**src/rtl/defog_param_ctrl.sv**
```systemverilog
// rtl/defog_param_ctrl.sv - frame statistics and vblank parameter update for the defog datapath
// Optional build macro: DEFOG_PARAM_SMOOTH_EN (IIR smoothing of the loaded parameters)
module defog_param_ctrl #(
  parameter int CNT_W     = 22,
  parameter int SUM_W     = 30,
  parameter int OMEGA     = 217,
  parameter int GAF_SCALE = 26,
  parameter int T_MIN     = 8,
  parameter int A_MIN     = 16
) (
  input  logic        clk,
  input  logic        rst,
  input  logic        hsync,
  input  logic        vsync,
  input  logic        en,
  input  logic [7:0]  in_data,
  output logic [15:0] defog_factor,
  output logic [15:0] global_average_factor,
  output logic        param_upd,
  output logic        busy,
  output logic        frame_skip
);

  localparam int IT_W    = $clog2(SUM_W);
  localparam int GAF_RAW = (255 * GAF_SCALE) >> 8;
  localparam int GAF_RST = (GAF_RAW > T_MIN) ? GAF_RAW : T_MIN;

  localparam logic [15:0] OMEGA16     = 16'(OMEGA);
  localparam logic [15:0] GAF_RST16   = 16'(GAF_RST);
  localparam logic [15:0] T_MIN16     = 16'(T_MIN);
  localparam logic [15:0] GAF_SCALE16 = 16'(GAF_SCALE);
  localparam logic [15:0] A_NUM16     = 16'(OMEGA * 255);
  localparam logic [7:0]  A_MIN8      = 8'(A_MIN);

  typedef enum logic [2:0] {IDLE, ACCUM, LATCH, DIV_AVG, DIV_A, UPDATE} state_t;

  state_t state, next_state;

  logic             unused_hsync;
  logic             vs_q, vs_prev, vs_rise, vs_fall;
  logic [SUM_W-1:0] sum;
  logic [CNT_W-1:0] cnt;
  logic [7:0]       pmax;

  logic [SUM_W-1:0] dvd, quo, quo_next;
  logic [CNT_W-1:0] dvs, rem, rem_next;
  logic [CNT_W:0]   rem_sh;
  logic             take;
  logic [IT_W-1:0]  iter;
  logic [7:0]       a_div, avg;
  logic             cnt_zero;

  logic [15:0]      df_new, gaf_new, gaf_prod, df_load, gaf_load;

`ifdef DEFOG_PARAM_SMOOTH_EN
  logic             first_done;
`endif

  assign unused_hsync = hsync;
  assign vs_rise = vs_q & ~vs_prev;
  assign vs_fall = ~vs_q & vs_prev;

  // One restoring-divide step, shared by both divisions.
  always_comb begin
    rem_sh   = {rem, dvd[SUM_W-1]};
    take     = (rem_sh >= {1'b0, dvs});
    rem_next = take ? CNT_W'(rem_sh - {1'b0, dvs}) : rem_sh[CNT_W-1:0];
    quo_next = {quo[SUM_W-2:0], take};
  end

  always_comb begin
    df_new   = (|quo_next[SUM_W-1:16]) ? 16'hFFFF : quo_next[15:0];
    gaf_prod = 16'(avg) * GAF_SCALE16;
    gaf_new  = ((gaf_prod >> 8) < T_MIN16) ? T_MIN16 : (gaf_prod >> 8);
`ifdef DEFOG_PARAM_SMOOTH_EN
    df_load  = first_done ? 16'((18'(defog_factor) * 18'd3 + 18'(df_new)) >> 2) : df_new;
    gaf_load = first_done ? 16'((18'(global_average_factor) * 18'd3 + 18'(gaf_new)) >> 2)
                          : gaf_new;
`else
    df_load  = df_new;
    gaf_load = gaf_new;
`endif
  end

  always_ff @(posedge clk or posedge rst) begin
    if (rst) state <= IDLE;
    else     state <= next_state;
  end

  always_comb begin
    next_state = state;
    busy       = 1'b0;
    param_upd  = 1'b0;
    case (state)
      IDLE:    if (vs_rise) next_state = ACCUM;
      ACCUM:   if (vs_fall) next_state = LATCH;
      LATCH: begin
        busy       = 1'b1;
        next_state = DIV_AVG;
      end
      DIV_AVG: begin
        busy = 1'b1;
        if (iter == '0) next_state = DIV_A;
      end
      DIV_A: begin
        busy = 1'b1;
        if (iter == '0) next_state = UPDATE;
      end
      UPDATE: begin
        busy       = 1'b1;
        param_upd  = 1'b1;
        next_state = IDLE;
      end
      default: next_state = IDLE;
    endcase
  end

  always_ff @(posedge clk or posedge rst) begin
    if (rst) begin
      vs_q                  <= 1'b0;
      vs_prev               <= 1'b0;
      frame_skip            <= 1'b0;
      sum                   <= '0;
      cnt                   <= '0;
      pmax                  <= '0;
      dvd                   <= '0;
      dvs                   <= '0;
      rem                   <= '0;
      quo                   <= '0;
      iter                  <= '0;
      a_div                 <= '0;
      avg                   <= '0;
      cnt_zero              <= 1'b0;
      defog_factor          <= OMEGA16;
      global_average_factor <= GAF_RST16;
`ifdef DEFOG_PARAM_SMOOTH_EN
      first_done            <= 1'b0;
`endif
    end else begin
      vs_q       <= vsync;
      vs_prev    <= vs_q;
      frame_skip <= vs_rise & busy;
      case (state)
        IDLE: if (vs_rise) begin
          sum  <= en ? SUM_W'(in_data) : '0;
          cnt  <= en ? CNT_W'(1) : '0;
          pmax <= en ? in_data : '0;
        end
        ACCUM: if (!vs_fall && en) begin
          // Sum freezes with the count so the average stays a true mean.
          if (cnt != '1) begin
            sum <= sum + SUM_W'(in_data);
            cnt <= cnt + CNT_W'(1);
          end
          if (in_data > pmax) pmax <= in_data;
        end
        LATCH: begin
          dvd      <= sum;
          dvs      <= cnt;
          cnt_zero <= (cnt == '0);
          a_div    <= (pmax < A_MIN8) ? A_MIN8 : pmax;
          rem      <= '0;
          quo      <= '0;
          iter     <= IT_W'(SUM_W - 1);
        end
        DIV_AVG: begin
          dvd <= dvd << 1;
          rem <= rem_next;
          quo <= quo_next;
          if (iter == '0) begin
            avg  <= cnt_zero ? 8'd0 : quo_next[7:0];
            dvd  <= {A_NUM16, {(SUM_W-16){1'b0}}};
            dvs  <= CNT_W'(a_div);
            rem  <= '0;
            quo  <= '0;
            iter <= IT_W'(15);
          end else begin
            iter <= iter - IT_W'(1);
          end
        end
        DIV_A: begin
          dvd <= dvd << 1;
          rem <= rem_next;
          quo <= quo_next;
          if (iter == '0) begin
            // Outputs load on entry to UPDATE so they change with param_upd.
            defog_factor          <= df_load;
            global_average_factor <= gaf_load;
`ifdef DEFOG_PARAM_SMOOTH_EN
            first_done            <= 1'b1;
`endif
          end else begin
            iter <= iter - IT_W'(1);
          end
        end
        default: ;
      endcase
    end
  end

endmodule

```
**config.mk**
```make
export PLATFORM = sky130hd
export DESIGN_NAME = defog_param_ctrl
export DESIGN_NICKNAME = d
export VERILOG_FILES = /design/src/rtl/defog_param_ctrl.sv
export SDC_FILE = /design/constraint.sdc
export NUM_CORES = 1
export LEC_CHECK = 0
export BUFFER_PORTS_ARGS = -buffer_cell sky130_fd_sc_hd__buf_2
export CELL_PAD_IN_SITES_DETAIL_PLACEMENT = 2
export CELL_PAD_IN_SITES_GLOBAL_PLACEMENT = 2
export CORE_UTILIZATION = 25
export CTS_CLUSTER_SIZE = 12
export DETAILED_ROUTE_END_ITERATION = 8
export HOLD_SLACK_MARGIN = 0.12
export PLACE_DENSITY_LB_ADDON = 0.1
export SLEW_MARGIN = 20
export SYNTH_ARGS = -nofsm -noshare
export SYNTH_HDL_FRONTEND = slang
export SYNTH_SLANG_ARGS = --single-unit
```
**constraint.sdc**
```tcl
create_clock -name clk -period 16.32 [get_ports clk]
set_input_delay 0.816 -clock clk [delete_from_list [all_inputs] [get_ports clk]]
set_output_delay 0.816 -clock clk [all_outputs]
set_load 0.01 [all_outputs]
```
# After elaboration in Yosys (flattened, before gate mapping)
# Index checks and enable logic that the tools add are counted.
# totals
regBits	223
elab_cells	100
# classes
n_addsub	4
n_mul	1
order_cmp	4
eq_ne	14
muxes	38
n_bitwise	5
reduce_logical	17
# ops
operator	n
22-bit 2-to-1 mux	6
30-bit 2-to-1 mux	4
30-bit case mux with 3 select lines	1
22-bit case mux with 2 select lines	2
29-bit case mux with 3 select lines	1
22-bit case mux with 3 select lines	1
30-bit case mux with 2 select lines	1
8-bit 2-to-1 mux	7
30-bit by 8-bit adder with 30-bit output	1
29-bit 2-to-1 mux	1
23-bit by 22-bit greater-or-equal comparator with 1-bit output	1
22-bit by 1-bit adder with 22-bit output (second input constant)	1
22-bit zero test	1
22-bit != test (second input constant)	1
22-bit subtractor	1
16-bit 2-to-1 mux	1
2-bit != test (second input constant)	8
8-bit case mux with 2 select lines	1
5-bit 2-to-1 mux	3
3-bit case mux with 5 select lines	1
5-bit case mux with 3 select lines	1
14-bit OR reduction	1
8-bit by 4-bit multiplier with 12-bit output (second input constant)	1
3-bit 2-to-1 mux	4
19 further kinds	32

# Depth between registers and ports, before layout
# Gate-level depths: netlist of run 1.
# logic_depth
depth_word	6
mapped_depth	12
depth_no_buf	12

# Least setup slack after synthesis of run 1
# OpenSTA, ideal clock, no wires.
# synth_path
path_type	input to register
startpoint	input port in_data[0]
endpoint	register sum[16]
setup_time_ns	0.078
arrival_ns	2.998
required_ns	16.242
slack_ns	13.244
cell_stages	11
path_buffers	1
path_cell_list	ha_1 > inv_1 > fa_1 > nor2b_1 > o21ai_0 > a21oi_1 > o21ai_0 > a2111o_1 > buf_2 > or3_1 > a21oi_1
# synth_between
elab_chain_cells	4
# synth_rtl
element	line	source
from (decl)	16	input logic [7:0] in_data,
30-bit by 8-bit adder with 30-bit output	152	sum <= sum + SUM_W'(in_data);
30-bit 2-to-1 mux	151	if (cnt != '1) begin
30-bit 2-to-1 mux	149	ACCUM: if (!vs_fall && en) begin
30-bit case mux with 2 select lines	143	case (state)
to (signal assigned)	145	sum <= en ? SUM_W'(in_data) : '0;
to (signal assigned)	152	
to (decl)	41	logic [SUM_W-1:0] sum;
# Every way passes these cells. The select of a mux whose other input is x is not followed.
# A chain may end at the register's enable or synchronous reset.

# Worst setup path in the final report of run 1
# layout_path
startpoint	register dvs[1]
endpoint	register rem[1]
# layout_between
elab_chain_cells	4
elab_cells_between_ends	5
classes_between	add/sub (1); order compare (1); mux (3)
# layout_rtl
element	line	source
from (decl)	46	logic [CNT_W-1:0] dvs, rem, rem_next;
from (signal assigned)	159	dvs <= cnt;
from (signal assigned)	173	dvs <= CNT_W'(a_div);
22-bit subtractor / 23-bit by 22-bit greater-or-equal comparator with 1-bit output (equally long branches)	67, 66	
22-bit 2-to-1 mux (*)	67	rem_next = take ? CNT_W'(rem_sh - {1'b0, dvs}) : rem_sh[CNT_W-1:0];
22-bit 2-to-1 mux	170	if (iter == '0) begin
22-bit case mux with 3 select lines (*)	143	
to (signal assigned)	168	rem <= rem_next;
to (signal assigned)	183	rem <= rem_next;
to (decl)	46	
# Mark *: on every way between the ends. The rest lies on a longest branch, timed or not.

==> run summary, run 1 <==
Outcome - completed
Crit-path cells - inv_1, ha_1, nor2b_1, o31a_1, o31ai_1, a211oi_2, nor2_2, buf_4, mux2_2, o21ai_0
Synth Area in Compound Gates - 0.195
Share of cells above drive strength 1 - 0.0960
Core ar. - 0.0458 mm²
Combinational family with the most area after synthesis - compound AO/OA/AOI/OAI gates
Minimum clock period - 3.55 ns
Primary FF master, synth - dfrtp_1
Row count - 78
Avg WL per Cell - 18.6 µm
Vias in the first global route - 10200
Rel. slew slack - 0.298
H-tree Lvls - 1
Worst vdd ir - 0.0830 mV
Worst Path Required - 16.79 ns
Final hold slack - 0.347 ns
Worst hold path type - in2async
Worst skew pair latency - 0.55 ns
Worst-Margin Slew - 1.04 ns
Starting DRT DRC Count - 491
Final hold vios - 0
Aggregate global routing overflow - 0
Arr. time, crit path - 4.01 ns
Initial antenna violation count - 0
Yosys warns - 0
Final Skew - 0.0142 ns
Max-slew violations - 0
Area share of fa/ha/maj cells after synthesis - 0.0734
Total Power - 2.58 mW
Post-cts resize count - 0
Family with the most delay on the worst path - compound AO/OA/AOI/OAI gates
Die H - 218 µm
Die ar. - 0.0476 mm²
Synthesized area per cell - 9.38 µm²
IO Pins - 48
Clock Tree Root - clkbuf_16
Unrepaired setup endpoints after global routing - no
CP endpoint kind - flip-flop
Placed cells - 1831
Period utilisation layout - 0.217
Sequential area share after synthesis - 0.455
Grt met3 use - 0.0185
Final Instance Count excl. Fillers - 1881
Layout area overhead - 14.3%
Met2 usage - 0.243
Maximum capacitance violations - 0
Critical-path top delay cell - o31ai_1
Largest net degree at the start of global routing - 81
TritonCTS Buffers - 28
Area share of and/or/nand/nor cells after synthesis - 0.165
Xor-xnor portion of the synthesized cell area - 0.0315
DRC errors left - 0
Global router's overall resource usage - 0.151
#FFs+latches synth - 212
Pre-CTS setup slack - 12.46 ns
CTS tree - done
Worst path bufs/invs - 2
Clock buffer depth - 3
Final nets - 1339
Initial Util - 0.255
Hold_buf cts - 0
Mux cell area share after synthesis - 0.0218
Cells after synthesis - 1246
Sink Count - 212
Routability Congestion - 0.733
Max Freq - 0.282 GHz
Startpoint types - flip-flop
Final setup TNS - 0 ns
Grt peak-use layer - met2
Worst-case reg-to-reg path depth - 10
Synth async-reset ratio - 1.00
Finished Core Util - 0.292
Post-synth EDFFs - 0
PortBufs - 35
Final WL - 35000 µm
Worst path max stage delay - 0.51 ns
Post-CTS setup repair buffer count - 0
Vias per inst - 4.98
Clock-pin transition on the worst setup and hold timing paths - 0.06 ns
Setup-violating endpoint count in the final report - 0
Fin area - 0.0134 mm²
Post-synth cell types - 69
Diode count - 0
Vias - 9364
Routed Antenna Nets - 0
Chip Width - 218 µm
Filler cell count in the final layout - 5134
Critical path depth in cells - 10
Synth Cell Area - 0.0117 mm²
Initial DRT Pass Iterations - 6
Global-route wire length before repair - 57700 µm
Post-DP HPWL - 24100 µm
Post-route worst setup slack - 12.77 ns
Cell Pwr Density - 193 mW/mm²
Placed cell area - 0.0125 mm²
Critical path class - reg2reg
Worst-path fanout max - 25
GRT met1 Usage - 0.215
Lkg Pwr - 6.04 nW
## cell usage in the layout (no fill, tap or decap), types with 6 or more instances in the layout
cell type / synthesis / final
o21a_1: 7 / 7
conb_1: 1 / 11
nand2_1: 126 / 126
mux2i_1: 21 / 21
nand3b_1: 10 / 10
o21ai_0: 78 / 78
a211oi_1: 11 / 11
fa_1: 6 / 6
nand3_1: 26 / 26
a22o_1: 37 / 37
nor2_1: 105 / 102
clkbuf_8: 0 / 8
a222oi_1: 22 / 22
xnor2_1: 27 / 27
nor3_1: 31 / 30
ha_1: 59 / 59
clkbuf_16: 0 / 29
or3_1: 16 / 16
and3_1: 9 / 9
o31ai_1: 24 / 24
nand4_1: 14 / 14
and4_1: 7 / 7
xor2_1: 15 / 15
dfrtp_1: 204 / 204
dfstp_2: 8 / 8
o22ai_1: 11 / 11
a21o_1: 12 / 12
inv_1: 95 / 94
nor2b_1: 8 / 8
a32oi_1: 10 / 10
buf_4: 12 / 11
o211ai_1: 8 / 8
nor4_1: 8 / 8
a31oi_1: 9 / 9
a21oi_1: 78 / 76
clkbuf_1: 45 / 9
buf_2: 9 / 35
or4_1: 7 / 7
## per-layer routing
metal / vias up / share of wire
li1: 4486 / -
met1: 4762 / 0.50
met2: 75 / 0.46
met3: 41 / 0.021
met4: 0 / 0.018
met5: - / 0
## path summary, 6_finish.rpt
path / slack (ns) / to / start
worst max-delay path: 12.77 / rem[1] / dvs[1]
worst min-delay path: 0.35 / dvd[2] / rst
worst max register to register: 12.77 / rem[1] / dvs[1]
worst min register to register: 0.48 / global_average_factor[3] / global_average_factor[3]
max in group asynchronous: 14.55 / sum[29] / rst
min in group clk: 0.38 / vs_q / vsync
## cells in the mapped netlist, types with 6 or more instances
master | instances | area share
a211oi_1 | 11 | 0.0071
a21o_1 | 12 | 0.0077
a21oi_1 | 78 | 0.033
a222oi_1 | 22 | 0.019
a22o_1 | 37 | 0.028
a31oi_1 | 9 | 0.0048
a32oi_1 | 10 | 0.0075
and3_1 | 9 | 0.0048
and4_1 | 7 | 0.0052
buf_2 | 9 | 0.0039
buf_4 | 12 | 0.0077
clkbuf_1 | 45 | 0.014
dfrtp_1 | 204 | 0.44
dfstp_2 | 8 | 0.018
fa_1 | 6 | 0.010
ha_1 | 59 | 0.063
inv_1 | 95 | 0.031
mux2i_1 | 21 | 0.018
nand2_1 | 126 | 0.040
nand3_1 | 26 | 0.011
nand3b_1 | 10 | 0.0064
nand4_1 | 14 | 0.0075
nor2_1 | 105 | 0.034
nor2b_1 | 8 | 0.0043
nor3_1 | 31 | 0.013
nor4_1 | 8 | 0.0043
o211ai_1 | 8 | 0.0051
o21a_1 | 7 | 0.0045
o21ai_0 | 78 | 0.033
o22ai_1 | 11 | 0.0059
o31ai_1 | 24 | 0.015
or3_1 | 16 | 0.0086
or4_1 | 7 | 0.0045
xnor2_1 | 27 | 0.020
xor2_1 | 15 | 0.011
## report_power, final
part           switching [mW]  internal [mW]
registers               0.135          0.680
clock network           0.239          0.360
logic                   0.725          0.444
## sequential cells by signal, summed over array words and instances (netlist names), 16 cells and up
register      count
cnt              22
defog_factor     16
dvd              30
dvs              22
quo              29
rem              22
sum              30
## layout make-up
cell class | instances | area, µm² | area share
Sequential cell | 212 | 5320 | 0.398
Clock buffer | 46 | 870 | 0.0651
Clock inverter | 4 | 23.8 | 0.00178
Tap cell | 600 | 751 | 0.0562
Timing Repair Buffer | 46 | 258 | 0.0193
Multi-Input combinational cell | 877 | 5770 | 0.432
Inverter | 96 | 368 | 0.0275
## logic make-up (layout without fill, tap and decap cells)
family / count (synthesis) / after routing
AO/OA/AOI/OAI: 338 / 338
XOR/XNOR: 42 / 42
adder cells (fa/ha/maj): 65 / 65
buffers and inverters: 167 / 192
flip-flops: 212 / 212
multiplexers: 25 / 25
other: 1 / 11
AND/OR/NAND/NOR: 396 / 396
(Power assumes the default switching activity.)
==> run 2, diff against run 1 <==
- clock period: 16.32 -> 3.5 ns (I/O delays scaled with it)
==> run summary, run 2 (same netlist as run 1, synthesis figures left out) <==
Outcome - completed
Worst path max stage delay - 0.50 ns (about the same)
Period utilisation layout - 0.904 (+0.687)
Final Instance Count excl. Fillers - 1914 (+1.8%)
Final setup TNS - 0 ns (unchanged)
Share of cells above drive strength 1 - 0.113 (+0.0166)
Clock buffer depth - 3 (unchanged)
Post-route worst setup slack - 0.335 ns (-12.44 ns)
Pre-CTS setup slack - 0.326 ns (-12.13 ns)
Worst-path fanout max - 5 (-80%)
Row count - 78 (unchanged)
Die H - 218 µm (unchanged)
Total Power - 12.5 mW (+380%)
Placed cells - 1853 (+1.2%)
Worst-case reg-to-reg path depth - 12 (+2)
Clock Tree Root - clkbuf_16
CTS tree - done
Maximum capacitance violations - 0 (unchanged)
Worst-Margin Slew - 0.811 ns (-0.233 ns)
H-tree Lvls - 1 (unchanged)
Worst Path Required - 3.98 ns (-12.81 ns)
DRC errors left - 0 (unchanged)
Minimum clock period - 3.16 ns (-0.383 ns)
Post-CTS setup repair buffer count - 0 (unchanged)
Critical-path top delay cell - fa_1
Post-DP HPWL - 24700 µm (+2.4%)
Final nets - 1371 (+2.4%)
Chip Width - 218 µm (unchanged)
Initial antenna violation count - 0 (unchanged)
Diode count - 0 (unchanged)
Final WL - 35400 µm (+0.99%)
Aggregate global routing overflow - 0 (unchanged)
Crit-path cells - ha_1, inv_1, fa_1, inv_1, ha_1, nor3_1, a211oi_1, nand4_1, nand4b_1, nor3_1, a311oi_1, a22o_1
Lkg Pwr - 6.24 nW (+3.3%)
Worst reg-to-reg setup slack - 0.34 ns (-12.44 ns)
Unrepaired setup endpoints after global routing - no
Die ar. - 0.0476 mm² (unchanged)
Largest registers - dvd x30, sum x30, quo x29
R2r endpoint - global_average_factor[2]
Arr. time, crit path - 3.65 ns (-0.36 ns)
Layout area overhead - 17.6%
Worst hold path type - in2async
Cell Pwr Density - 906 mW/mm² (+370%)
Setup-violating endpoint count in the final report - 0 (unchanged)
Sink Count - 212 (unchanged)
Vias - 9481 (+1.2%)
Clock-pin transition on the worst setup and hold timing paths - 0.06 ns (about the same)
CP endpoint kind - flip-flop
Max-slew violations - 0 (unchanged)
IO Pins - 48 (unchanged)
Hold_buf cts - 11 (+11)
Startpoint types - flip-flop
Startpoint of the worst register-to-register path - avg[3]
Max Freq - 0.316 GHz (+12%)
Global-route wire length before repair - 58700 µm (+1.7%)
Global router's overall resource usage - 0.154 (+0.00267)
Routed Antenna Nets - 0 (unchanged)
TritonCTS Buffers - 27 (-3.6%)
Post-cts resize count - 0 (unchanged)
Worst vdd ir - 0.390 mV (+370%)
Starting DRT DRC Count - 472 (-3.9%)
Largest net degree at the start of global routing - 80 (-1.2%)
Initial DRT Pass Iterations - 6 (unchanged)
PortBufs - 35 (unchanged)
Avg WL per Cell - 18.5 µm (-0.76%)
Worst skew pair latency - 0.56 ns (about the same)
Core ar. - 0.0458 mm² (unchanged)
Most common cell after layout, fill and taps aside - dfrtp_1
Final hold vios - 0 (unchanged)
Most frequent cells in the layout - 204 x dfrtp_1, 126 x nand2_1, 102 x nor2_1
Final Skew - 0.0182 ns (+0.00396 ns)
Fin area - 0.0137 mm² (+2.9%)
Placed cell area - 0.0126 mm² (+1.5%)
Routability Congestion - 0.757 (+3.3%)
Initial Util - 0.255 (unchanged)
Rel. slew slack - 0.452 (+0.154)
Vias in the first global route - 10300 (+1.2%)
Vias per inst - 4.95 (-0.50%)
Critical path class - reg2reg
[run 2: area by class of cell]
cell class	instances	area (µm²)
flip-flops and latches	212	5320
inverters	96	364
repair buffers	79	558
clock buffers	39	781
well taps	600	751
clock inverters	11	211
multi-input cells	877	5770
fillers	5062	32000
[run 2: power breakdown]
| part | total, mW | internal (mW) | switching (mW) |
|---|---|---|---|
| logic | 5.56 | 2.17 | 3.39 |
| clock network | 3.13 | 1.98 | 1.15 |
| registers | 3.76 | 3.17 | 0.593 |
| total | 12.5 | 7.32 | 5.14 |
[run 2: worst max-delay path: cells and delay by family, from the launching register on]
family	cells	cell delay, ns
buf+inv	2	0.09
fa+ha+maj	3	1.07
flops	1	0.42
compound gates	3	1.05
simple gates	4	0.49
[run 2: worst max path at each step]
stage	start	end	slack [ns]	depth (start not counted)
after floorplan	rst	a_div[0]	0.58	1
after global placement	avg[2]	global_average_factor[2]	0.35	12
after detailed placement	avg[1]	global_average_factor[1]	0.33	10
after CTS	avg[3]	global_average_factor[1]	0.30	12
after global routing	avg[3]	global_average_factor[2]	0.03	12
final	avg[3]	global_average_factor[2]	0.34	12
[run 2: metrics by stage]
stage           util  hold slack (ns)
2_1_floorplan      -            0.206
3_3_place_gp   0.276            0.270
3_5_place_dp   0.276            0.271
4_1_cts        0.300            0.215
5_1_grt        0.300            0.252
6_report       0.300            0.220
[run 2: routing by layer]
layer  vias to the layer above  routed length (µm)  track usage
met5                         -                   0            0
met4                         0                 656       0.0364
met3                        36                 726       0.0192
met2                        57               16200        0.250
met1                      4817               17800        0.215
li1                       4571                   -            -
